--- config.mk ---
export PLATFORM = sky130hd
export DESIGN_NAME = addr_decoder
export DESIGN_NICKNAME = d
export VERILOG_FILES = /design/src/rtl/addr_decoder_pkg.sv /design/src/rtl/addr_decoder_win_match.sv /design/src/rtl/addr_decoder.sv
export SDC_FILE = /design/constraint.sdc
export NUM_CORES = 2
export LEC_CHECK = 0
export CORE_ASPECT_RATIO = 1.5
export CORE_MARGIN = 3
export CORE_UTILIZATION = 63
export CTS_CLUSTER_SIZE = 10
export DETAILED_ROUTE_END_ITERATION = 12
export MAX_ROUTING_LAYER = met4
export PLACE_DENSITY_LB_ADDON = 0.05
export SYNTH_ARGS = -nofsm -noshare
export SYNTH_HDL_FRONTEND = slang
export SYNTH_HIERARCHICAL = 1
export SYNTH_SLANG_ARGS = --single-unit
--- constraint.sdc ---
create_clock -name clk -period 48.9 [get_ports clk]
set_input_delay 9.78 -clock clk [delete_from_list [all_inputs] [get_ports clk]]
set_output_delay 9.78 -clock clk [all_outputs]
set_load 0.01 [all_outputs]
--- src/rtl/addr_decoder_pkg.sv ---
// Shared constants and config-map offsets for the dock I/O address decoder.
package addr_decoder_pkg;

  localparam logic [7:0] OP_RW        = 8'hFF;
  localparam logic [7:0] OP_WO        = 8'h00;
  localparam logic [7:0] OP_RO        = 8'h01;
  localparam logic [7:0] OP_DIS       = 8'h80;
  localparam logic [7:0] IRQ_CFG_BASE = 8'hC0;

  function automatic int BASE_OFF(int cfg_bytes, int w, int b);
    return w * cfg_bytes + b;
  endfunction

  function automatic int MASK_OFF(int num_win, int cfg_bytes, int w, int b);
    return num_win * cfg_bytes + w * cfg_bytes + b;
  endfunction

  function automatic int SLOT_OFF(int num_win, int cfg_bytes, int w);
    return 2 * num_win * cfg_bytes + w;
  endfunction

  function automatic int OP_OFF(int num_win, int cfg_bytes, int w);
    return SLOT_OFF(num_win, cfg_bytes, 0) + num_win + w;
  endfunction

endpackage

--- src/rtl/addr_decoder_win_match.sv ---
// Single decode window: base/mask compare qualified by the window's access direction.
module addr_win_match
  import addr_decoder_pkg::*;
#(
  parameter int ADDR_W = 32
) (
  input  logic [ADDR_W-1:0] addr,
  input  logic [ADDR_W-1:0] base,
  input  logic [ADDR_W-1:0] mask,
  input  logic [7:0]        op,
  input  logic              r_w_,
  output logic              hit
);

  logic addr_eq;
  logic dir_ok;

  assign addr_eq = ((addr & mask) == (base & mask));
  assign dir_ok  = (op == OP_RW) || (op == OP_WO && !r_w_) || (op == OP_RO && r_w_);
  assign hit     = addr_eq && dir_ok;

endmodule

--- src/rtl/addr_decoder.sv ---
// Dock I/O address decoder: window match, slot chip selects, bridge/filler enables,
// merged ready and IRQ vector-fetch routing.
module addr_decoder
  import addr_decoder_pkg::*;
#(
  parameter int ADDR_W    = 32,
  parameter int NUM_WIN   = 16,
  parameter int NUM_SLOTS = 5,
  parameter int CFG_BYTES = (ADDR_W + 7) / 8,
  parameter int WIN_W     = $clog2(NUM_WIN),
  parameter int SLOT_W    = $clog2(NUM_SLOTS)
) (
  input  logic                 clk,
  input  logic                 rst,
  input  logic [ADDR_W-1:0]    addr,
  input  logic                 iorq_n,
  input  logic                 r_w_,
  input  logic [NUM_SLOTS-1:0] dev_ready_n,
  input  logic                 irq_int_active,
  input  logic [2:0]           irq_int_slot,
  input  logic                 irq_vec_cycle,
  input  logic                 cfg_we,
  input  logic [7:0]           cfg_addr,
  input  logic [7:0]           cfg_wdata,
  output logic                 ready_n,
  output logic                 io_r_w_,
  output logic                 data_oe_n,
  output logic                 data_dir,
  output logic                 ff_oe_n,
  output logic                 win_valid,
  output logic [WIN_W-1:0]     win_index,
  output logic [SLOT_W-1:0]    sel_slot,
  output logic [NUM_SLOTS-1:0] cs_n
);

  logic [NUM_WIN-1:0][CFG_BYTES*8-1:0] base_q;
  logic [NUM_WIN-1:0][CFG_BYTES*8-1:0] mask_q;
  logic [NUM_WIN-1:0][SLOT_W-1:0]      slot_q;
  logic [NUM_WIN-1:0][7:0]             op_q;
  logic [NUM_WIN-1:0]                  hit;
  logic [NUM_SLOTS-1:0]                rdy_s1, rdy_s2;
  logic                                cfg_wr;
  logic                                active, vec, mapped, rd;
  logic [SLOT_W-1:0]                   slot_eff;

  // IRQ block owns 0xC0 and above
  assign cfg_wr = cfg_we && (cfg_addr < IRQ_CFG_BASE);

  always_ff @(posedge clk or posedge rst) begin
    if (rst) begin
      base_q <= '0;
      mask_q <= '0;
      slot_q <= '0;
      for (int w = 0; w < NUM_WIN; w++) op_q[w] <= OP_DIS;
    end else if (cfg_wr) begin
      for (int w = 0; w < NUM_WIN; w++) begin
        for (int b = 0; b < CFG_BYTES; b++) begin
          if (int'(cfg_addr) == BASE_OFF(CFG_BYTES, w, b))
            base_q[w][8*b +: 8] <= cfg_wdata;
          if (int'(cfg_addr) == MASK_OFF(NUM_WIN, CFG_BYTES, w, b))
            mask_q[w][8*b +: 8] <= cfg_wdata;
        end
        if (int'(cfg_addr) == SLOT_OFF(NUM_WIN, CFG_BYTES, w))
          slot_q[w] <= cfg_wdata[SLOT_W-1:0];
        if (int'(cfg_addr) == OP_OFF(NUM_WIN, CFG_BYTES, w))
          op_q[w] <= cfg_wdata;
      end
    end
  end

  always_ff @(posedge clk or posedge rst) begin
    if (rst) begin
      rdy_s1 <= '1;
      rdy_s2 <= '1;
    end else begin
      rdy_s1 <= dev_ready_n;
      rdy_s2 <= rdy_s1;
    end
  end

  for (genvar w = 0; w < NUM_WIN; w++) begin : g_win
    addr_win_match #(.ADDR_W(ADDR_W)) u_match (
      .addr (addr),
      .base (base_q[w][ADDR_W-1:0]),
      .mask (mask_q[w][ADDR_W-1:0]),
      .op   (op_q[w]),
      .r_w_ (r_w_),
      .hit  (hit[w])
    );
  end

  // Scan from the top so the lowest-index hit is the last to write
  always_comb begin
    win_valid = 1'b0;
    win_index = '0;
    for (int w = NUM_WIN - 1; w >= 0; w--) begin
      if (hit[w]) begin
        win_valid = 1'b1;
        win_index = WIN_W'(w);
      end
    end
  end

  always_comb begin
    active = !iorq_n && !rst;
    vec    = active && irq_vec_cycle;
    if (vec) begin
      slot_eff = SLOT_W'(irq_int_slot);
      mapped   = irq_int_active && (int'(irq_int_slot) < NUM_SLOTS);
      rd       = 1'b1;
    end else begin
      slot_eff = win_valid ? slot_q[win_index] : '0;
      mapped   = active && win_valid && (int'(slot_q[win_index]) < NUM_SLOTS);
      rd       = r_w_;
    end
  end

  for (genvar s = 0; s < NUM_SLOTS; s++) begin : g_cs
    assign cs_n[s] = !(mapped && slot_eff == SLOT_W'(s));
  end

  assign sel_slot  = slot_eff;
  assign data_oe_n = !mapped;
  assign data_dir  = active && rd;
  assign ff_oe_n   = !(active && rd && !mapped);
  assign io_r_w_   = rst || r_w_;
  assign ready_n   = !(mapped && !rdy_s2[slot_eff]);

endmodule

# After elaboration in Yosys (flattened, before gate mapping)
# Index checks and enable logic that the tools add are counted.
[word_totals] memories=0 out_inout_bits=18 reg_bits=1210 romBits=0 latch_bits=0 ram_bits=0
[classes] n_bitwise=32 reduce_logical=285 shift=0 order_cmp=5 muxes=40 multipliers=0 add_sub_neg=0 div=0 eq_ne=211
[ops] cell="AND 32 bit" n=32
[ops] cell="== test 8 bit (second input constant)" n=112
[ops] cell="== test 32 bit" n=16
[ops] cell="AND reduction 2 bit" n=160
[ops] cell="== test 8 x 7 -> 1 bit (second input constant)" n=32
[ops] cell="logical NOT 8 bit" n=17
[ops] cell="== test 8 x 1 -> 1 bit (second input constant)" n=16
[ops] cell="== test 8 x 6 -> 1 bit (second input constant)" n=16
[ops] cell="== test 8 x 5 -> 1 bit (second input constant)" n=8
[ops] cell="two-way mux 4 bit" n=16
[ops] cell="logical AND 1 bit" n=62
[ops] cell="logical OR 1 bit" n=33
[ops] cell="== test 8 x 4 -> 1 bit (second input constant)" n=4
[ops] cell="two-way mux 1 bit" n=19
[ops] cell="== test 8 x 3 -> 1 bit (second input constant)" n=2
[ops] cell="binary-select mux 3 bit (select 4 bit)" n=1
[ops] cell="logical NOT 1 bit" n=12
[ops] cell="two-way mux 3 bit" n=3
[ops] cell="== test 8 x 2 -> 1 bit (second input constant)" n=1
[ops] cell="< comparator 8 bit (second input constant)" n=1
[ops] cell="== test 3 x 2 -> 1 bit (second input constant)" n=2
[ops] cell="< comparator 3 bit (second input constant)" n=2
[ops] cell="< comparator 4 x 5 -> 1 bit (second input constant)" n=1
[ops] cell="< comparator 3 x 4 -> 1 bit (second input constant)" n=1
[ops] cell="other kinds (4)" n=4

# Longest topological paths before layout
[depth] depth_word=30 ltp_mapped=18 mapped_depth_nobuf=17

# Cells and area by module
# Netlist, hierarchy kept.
[by_module_without_submodules] mod="addr_decoder" instances=1 cells_each=2942 area_per_inst_um2=46492.1 seq_area_each_um2=30311.6
[by_module_without_submodules] mod="addr_win_match" instances=16 cells_each=61 area_per_inst_um2=499.2 seq_area_each_um2=0.0

# Worst setup path before layout
# No wires, ideal clock.
[synth_path] path_type="input-to-output" start="in addr[9]" end="out ready_n" path_stages=16 required_time_ns=39.120 arrival_time_ns=13.082 slack_ns=26.038 path_cell_list="xor2_1 a22o_1 a221oi_2 nand4_1 nor4_2 or2b_1 a221oi_1 o41a_2 nor2_2 inv_4 a2111oi_4 a211oi_2 a21oi_4 mux2i_1 mux2_2 o211ai_2"
[synth_between] elab_cells_between_ends=93 classes_between="order compare (1); eq/ne (16); mux (39); bitwise (16); reduce/logical (21)"
[synth_rtl] element="from (decl)" line="addr_decoder.sv:15" text="input logic [ADDR_W-1:0] addr,"
[synth_rtl] element="AND 32 bit" line="addr_decoder_win_match.sv:18" text="assign addr_eq = ((addr & mask) == (base & mask));"
[synth_rtl] element="== test 32 bit" line="addr_decoder_win_match.sv:18"
[synth_rtl] element="logical AND 1 bit" line="addr_decoder_win_match.sv:20" text="assign hit = addr_eq && dir_ok;"
[synth_rtl] element="net hit[14]" line="addr_decoder.sv:40" text="logic [NUM_WIN-1:0] hit;"
[synth_rtl] element="two-way mux 4 bit (15 in series)" line="addr_decoder.sv:97" text="if (hit[w]) begin"
[synth_rtl] element="net win_index[0]" line="addr_decoder.sv:31" text="output logic [WIN_W-1:0] win_index,"
[synth_rtl] element="binary-select mux 3 bit (select 4 bit)" line="addr_decoder.sv:112" text="slot_eff = win_valid ? slot_q[win_index] : '0;"
[synth_rtl] element="two-way mux 3 bit (implied by the code)" line="addr_decoder.sv:112"
[synth_rtl] element="two-way mux 3 bit" line="addr_decoder.sv:112"
[synth_rtl] element="two-way mux 3 bit" line="addr_decoder.sv:107" text="if (vec) begin"
[synth_rtl] element="net sel_slot[0]" line="addr_decoder.sv:32" text="output logic [SLOT_W-1:0] sel_slot,"
[synth_rtl] element="binary-select mux 1 bit (select 3 bit)" line="addr_decoder.sv:127" text="assign ready_n = !(mapped && !rdy_s2[slot_eff]);"
[synth_rtl] element="two-way mux 1 bit (implied by the code)" line="addr_decoder.sv:127"
[synth_rtl] element="logical NOT 1 bit" line="addr_decoder.sv:127"
[synth_rtl] element="logical AND 1 bit" line="addr_decoder.sv:127"
[synth_rtl] element="logical NOT 1 bit" line="addr_decoder.sv:127"
[synth_rtl] element="to (decl)" line="addr_decoder.sv:25" text="output logic ready_n,"
# The timed path passes the listed nets, and every way through them passes these cells. The select of a mux whose other input is x is not followed.

# Worst setup path in the final report
[layout_path] start="in r_w_" end="out ready_n"
[layout_between] elab_cells_between_ends=126 classes_between="order compare (1); mux (39); reduce/logical (86)"
[layout_rtl] element="from (decl)" line="addr_decoder.sv:17" text="input logic r_w_,"
[layout_rtl] element="logical NOT 1 bit" line="addr_decoder_win_match.sv:19" text="assign dir_ok = (op == OP_RW) || (op == OP_WO && !r_w_) || (op == OP_RO && r_w_);"
[layout_rtl] element="logical AND 1 bit" line="addr_decoder_win_match.sv:19"
[layout_rtl] element="logical OR 1 bit" line="addr_decoder_win_match.sv:19"
[layout_rtl] element="logical OR 1 bit *" line="addr_decoder_win_match.sv:19"
[layout_rtl] element="logical AND 1 bit *" line="addr_decoder_win_match.sv:20"
[layout_rtl] element="net hit[1]" line="addr_decoder.sv:40"
[layout_rtl] element="two-way mux 4 bit (2 in series)" line="addr_decoder.sv:97"
[layout_rtl] element="binary-select mux 3 bit (select 4 bit)" line="addr_decoder.sv:112, addr_decoder.sv:113"
[layout_rtl] element="two-way mux 3 bit (implied by the code)" line="addr_decoder.sv:112, addr_decoder.sv:113"
[layout_rtl] element="two-way mux 3 bit" line="addr_decoder.sv:112"
[layout_rtl] element="two-way mux 3 bit" line="addr_decoder.sv:107"
[layout_rtl] element="binary-select mux 1 bit (select 3 bit)" line="addr_decoder.sv:127"
[layout_rtl] element="two-way mux 1 bit (implied by the code)" line="addr_decoder.sv:127"
[layout_rtl] element="logical NOT 1 bit" line="addr_decoder.sv:127"
[layout_rtl] element="logical AND 1 bit *" line="addr_decoder.sv:127"
[layout_rtl] element="logical NOT 1 bit *" line="addr_decoder.sv:127"
# The timed path passes the listed nets; every way through them passes the cells marked *. The select of a mux whose other input is x is not followed.

==> metrics.csv <==
metric,value,unit
rows,131,
drt.antenna.violating_nets,0,
hp-start,rdy_s1[2],
cts_hold_repair.buffers,0,
timing_max_transition_violations_final,0,
synth.lib_cells_used.distinct,71,
max_clock_freq,0.03917,GHz
count_of_placed_standard_cells_in_the_final_layout_fillers_left_out,5246,
clock_path_buffers,3,
ys_warn_count,6,
floorplan.core_area,0.08540,mm²
worst-setup-path-type,input port to output pin,
h_tree_levels,4,
finalInstanceArea,0.06040,mm²
grt_antenna_before_repair,3,
yosys_most_used_dff,sky130_fd_sc_hd__dfrtp_1,
synthArstFlopShare,1.000,
worstReg2RegEnd,slot_q[42],
dp_cells,5020,
finish.utilization,0.7073,
grt.total_usage,0.3632,
cpLargestDelayFamily,simple AND/OR/NAND/NOR gates,
grt.overflow.total,0,
synth.largest_area_cell,sky130_fd_sc_hd__dfrtp_1,
clkLatencyLatePin,0.75,ns
outcome,"complete, no violations",
fp.dieArea,0.09011,mm²
post-synth-top-count-cell,sky130_fd_sc_hd__mux2_2,
dieHeight,366.2,µm
cts_tree,yes,
netlist_top_cells_count,"sky130_fd_sc_hd__mux2_2, sky130_fd_sc_hd__dfrtp_1, sky130_fd_sc_hd__xor2_1",
cts-buffers-inserted,139,
drt_iter0_drc,2484,
holdPathEnd,rdy_s2[2],
floorplan.io_pins,81,
initial_core_util,0.6380,
critical_path_cell_sequence,buf_2 > buf_4 > nand2b_1 > nand3_1 > o21ai_0 > nand4_1 > nor4_2 > nor2_1 > o311a_1 > a21boi_4 > o211a_1 > a311o_1 > a211oi_1 > nor3_1 > inv_1 > nor2_1 > nand3b_1 > o211ai_2 > clkdlybuf4s50_1,
postCtsResizedCells,0,
final_layout_size_suffix_gt1_frac,0.3790,
average_vias_per_placed_instance,6.527,
placed_area,0.05636,mm²
detail_route.first_pass.iterations,5,
grt_pass1_vias,37126,
post-cts-setup-buffers,0,
postSynthCellCount,3918,
worst_slew_slack_as_a_fraction_of_its_limit,0.1168,
holdPathStages,0,
io_buffers,80,
final.setup_skew,0.006955,ns
critPathMaxStageDelay,1.10,ns
ff2ff_setup_slack,48.04,ns
nFillCells,5847,
postSynthAreaPerCell,13.90,µm²
cts_root_buf,sky130_fd_sc_hd__clkbuf_16,
wl,155700,µm
crit_path_top_delay_cell,sky130_fd_sc_hd__nor4_2,
hold_path.class,flip-flop to flip-flop,
wl_per_cell,29.68,µm
worstPathArrival,15.75,ns
post-synth-top-area-fraction,0.5438,
cp.required,39.12,ns
power.density,37.88,mW/mm²
rr_startpoint,slot_q[42],
drc,0,
setup_repair_after_global_routing_missed_its_margin,no,
max-cap-violations,0,
cp_num_buf_inv,4,
vdd_ir_drop_max,0.04435,mV
post_syn_area,0.05448,mm²
worstSetupStartpoint,r_w_,
die_x,246.1,µm
place.gp.congestion,0.9233,
detailed_place_hpwl,95100,µm
static-leakage-power,30.24,nW
num-nets-final,4094,
areaGrowthSynthToFinish,10.86,%
setup-tns-final,0,ns
setup.worst_path.end_class,output pin,
finalSetupViolCount,0,
post-route-min-period,25.53,ns
start_kind,input port,
number_of_synthesized_flops_with_an_enable_pin,0,
crit_path_max_fanout,23,
synth_top_cells_by_area,"sky130_fd_sc_hd__dfrtp_1, sky130_fd_sc_hd__mux2_2, sky130_fd_sc_hd__xor2_1, sky130_fd_sc_hd__a22oi_1, sky130_fd_sc_hd__dfstp_2",
yosys_register_bits,1210,
critical-path-top-cell-by-count,sky130_fd_sc_hd__nor2_1,
post-route-period-util,0.5220,
grt_max_degree,200,
synth_sequential_area_ratio,0.5564,
timing.final.hold_violations,0,
grt_pass1_wl,233700,µm
syn-num-nets,3981,
cts.reportedPaths.clkPinSlew,0.05,ns
worst_r2r_path_depth,1,
timing_worst_slew_pin_value,1.314,ns
clock_sink_count,1210,
num_vias,34241,
## layer usage
layer | track usage | vias to the layer above | wire length (µm)
met2 | 0.5868 | 1109 | 77190
met4 | 0.1994 | 0 | 10430
met1 | 0.4304 | 18290 | 59090
met3 | 0.06787 | 455 | 9000
li1 | - | 14387 | -
met5 | - | - | 0
## worst max path at each step
stage | cells after the start | to
after global routing | 18 | ready_n
after floorplan | 1 | base_q[0]
after detailed placement | 17 | ready_n
after CTS | 19 | ready_n
after global placement | 17 | ready_n
final | 19 | ready_n
## metrics by stage
| stage | total power, mW | hold slack (ns) | setup WS (ns) |
|---|---|---|---|
| 2_1_floorplan | 1.259 | 0.3452 | 5.073 |
| 3_3_place_gp | 1.345 | 0.3510 | 23.48 |
| 3_5_place_dp | 1.357 | 0.3507 | 23.50 |
| 4_1_cts | 2.299 | 0.3590 | 23.47 |
| 5_1_grt | 2.364 | 0.3615 | 23.23 |
| 6_report | 2.288 | 0.3572 | 23.37 |
## where the power goes
group          switching (mW)  leakage (nW)  internal [mW]  total, mW
clock network           0.392          1.94          0.551      0.944
logic                   0.172          11.7          0.102      0.274
registers              0.0266          16.6           1.04       1.07
total                   0.591          30.2           1.70       2.29
## state kept, by name (all words and copies together) (netlist names)
| register | flops |
|---|---|
| base_q | 512 |
| mask_q | 512 |
| op_q | 128 |
| slot_q | 48 |
| rdy_s1 | 5 |
| rdy_s2 | 5 |
## final cells by class
type	instances	area, µm²	area share
multi-input cells	2533	23500	0.3891
clock inverters	7	68.82	0.001139
repair buffers	134	1070	0.01771
clock buffers	216	3959	0.06555
diodes	3	7.507	0.0001243
well taps	1130	1414	0.02341
inverters	13	63.81	0.001057
flip-flops and latches	1210	30310	0.5019
## placed cells by master (no fill, tap or decap), types with 39 or more instances in the layout
master and count:
sky130_fd_sc_hd__a22oi_1 161, sky130_fd_sc_hd__clkbuf_1 68, sky130_fd_sc_hd__nand4_1 67, sky130_fd_sc_hd__dfrtp_1 1184, sky130_fd_sc_hd__mux2_2 1202, sky130_fd_sc_hd__buf_4 56
sky130_fd_sc_hd__xor2_1 512, sky130_fd_sc_hd__clkdlybuf4s50_1 39, sky130_fd_sc_hd__nand2_1 140, sky130_fd_sc_hd__nand3_1 58, sky130_fd_sc_hd__clkbuf_16 148, sky130_fd_sc_hd__nor2_1 106
## kinds of logic (layout without fill, tap and decap cells)
family | Yosys count | in the layout | synth area share
other | 0 | 3 | 0
and+or+nand+nor | 484 | 484 | 0.04552
xor gates and xnor gates | 512 | 512 | 0.08231
muxes | 1218 | 1218 | 0.2516
AOI/OAI and AO/OA | 319 | 319 | 0.05149
buffers and inverters | 175 | 370 | 0.01268
DFF | 1210 | 1210 | 0.5564
(Power assumes the default switching activity.)
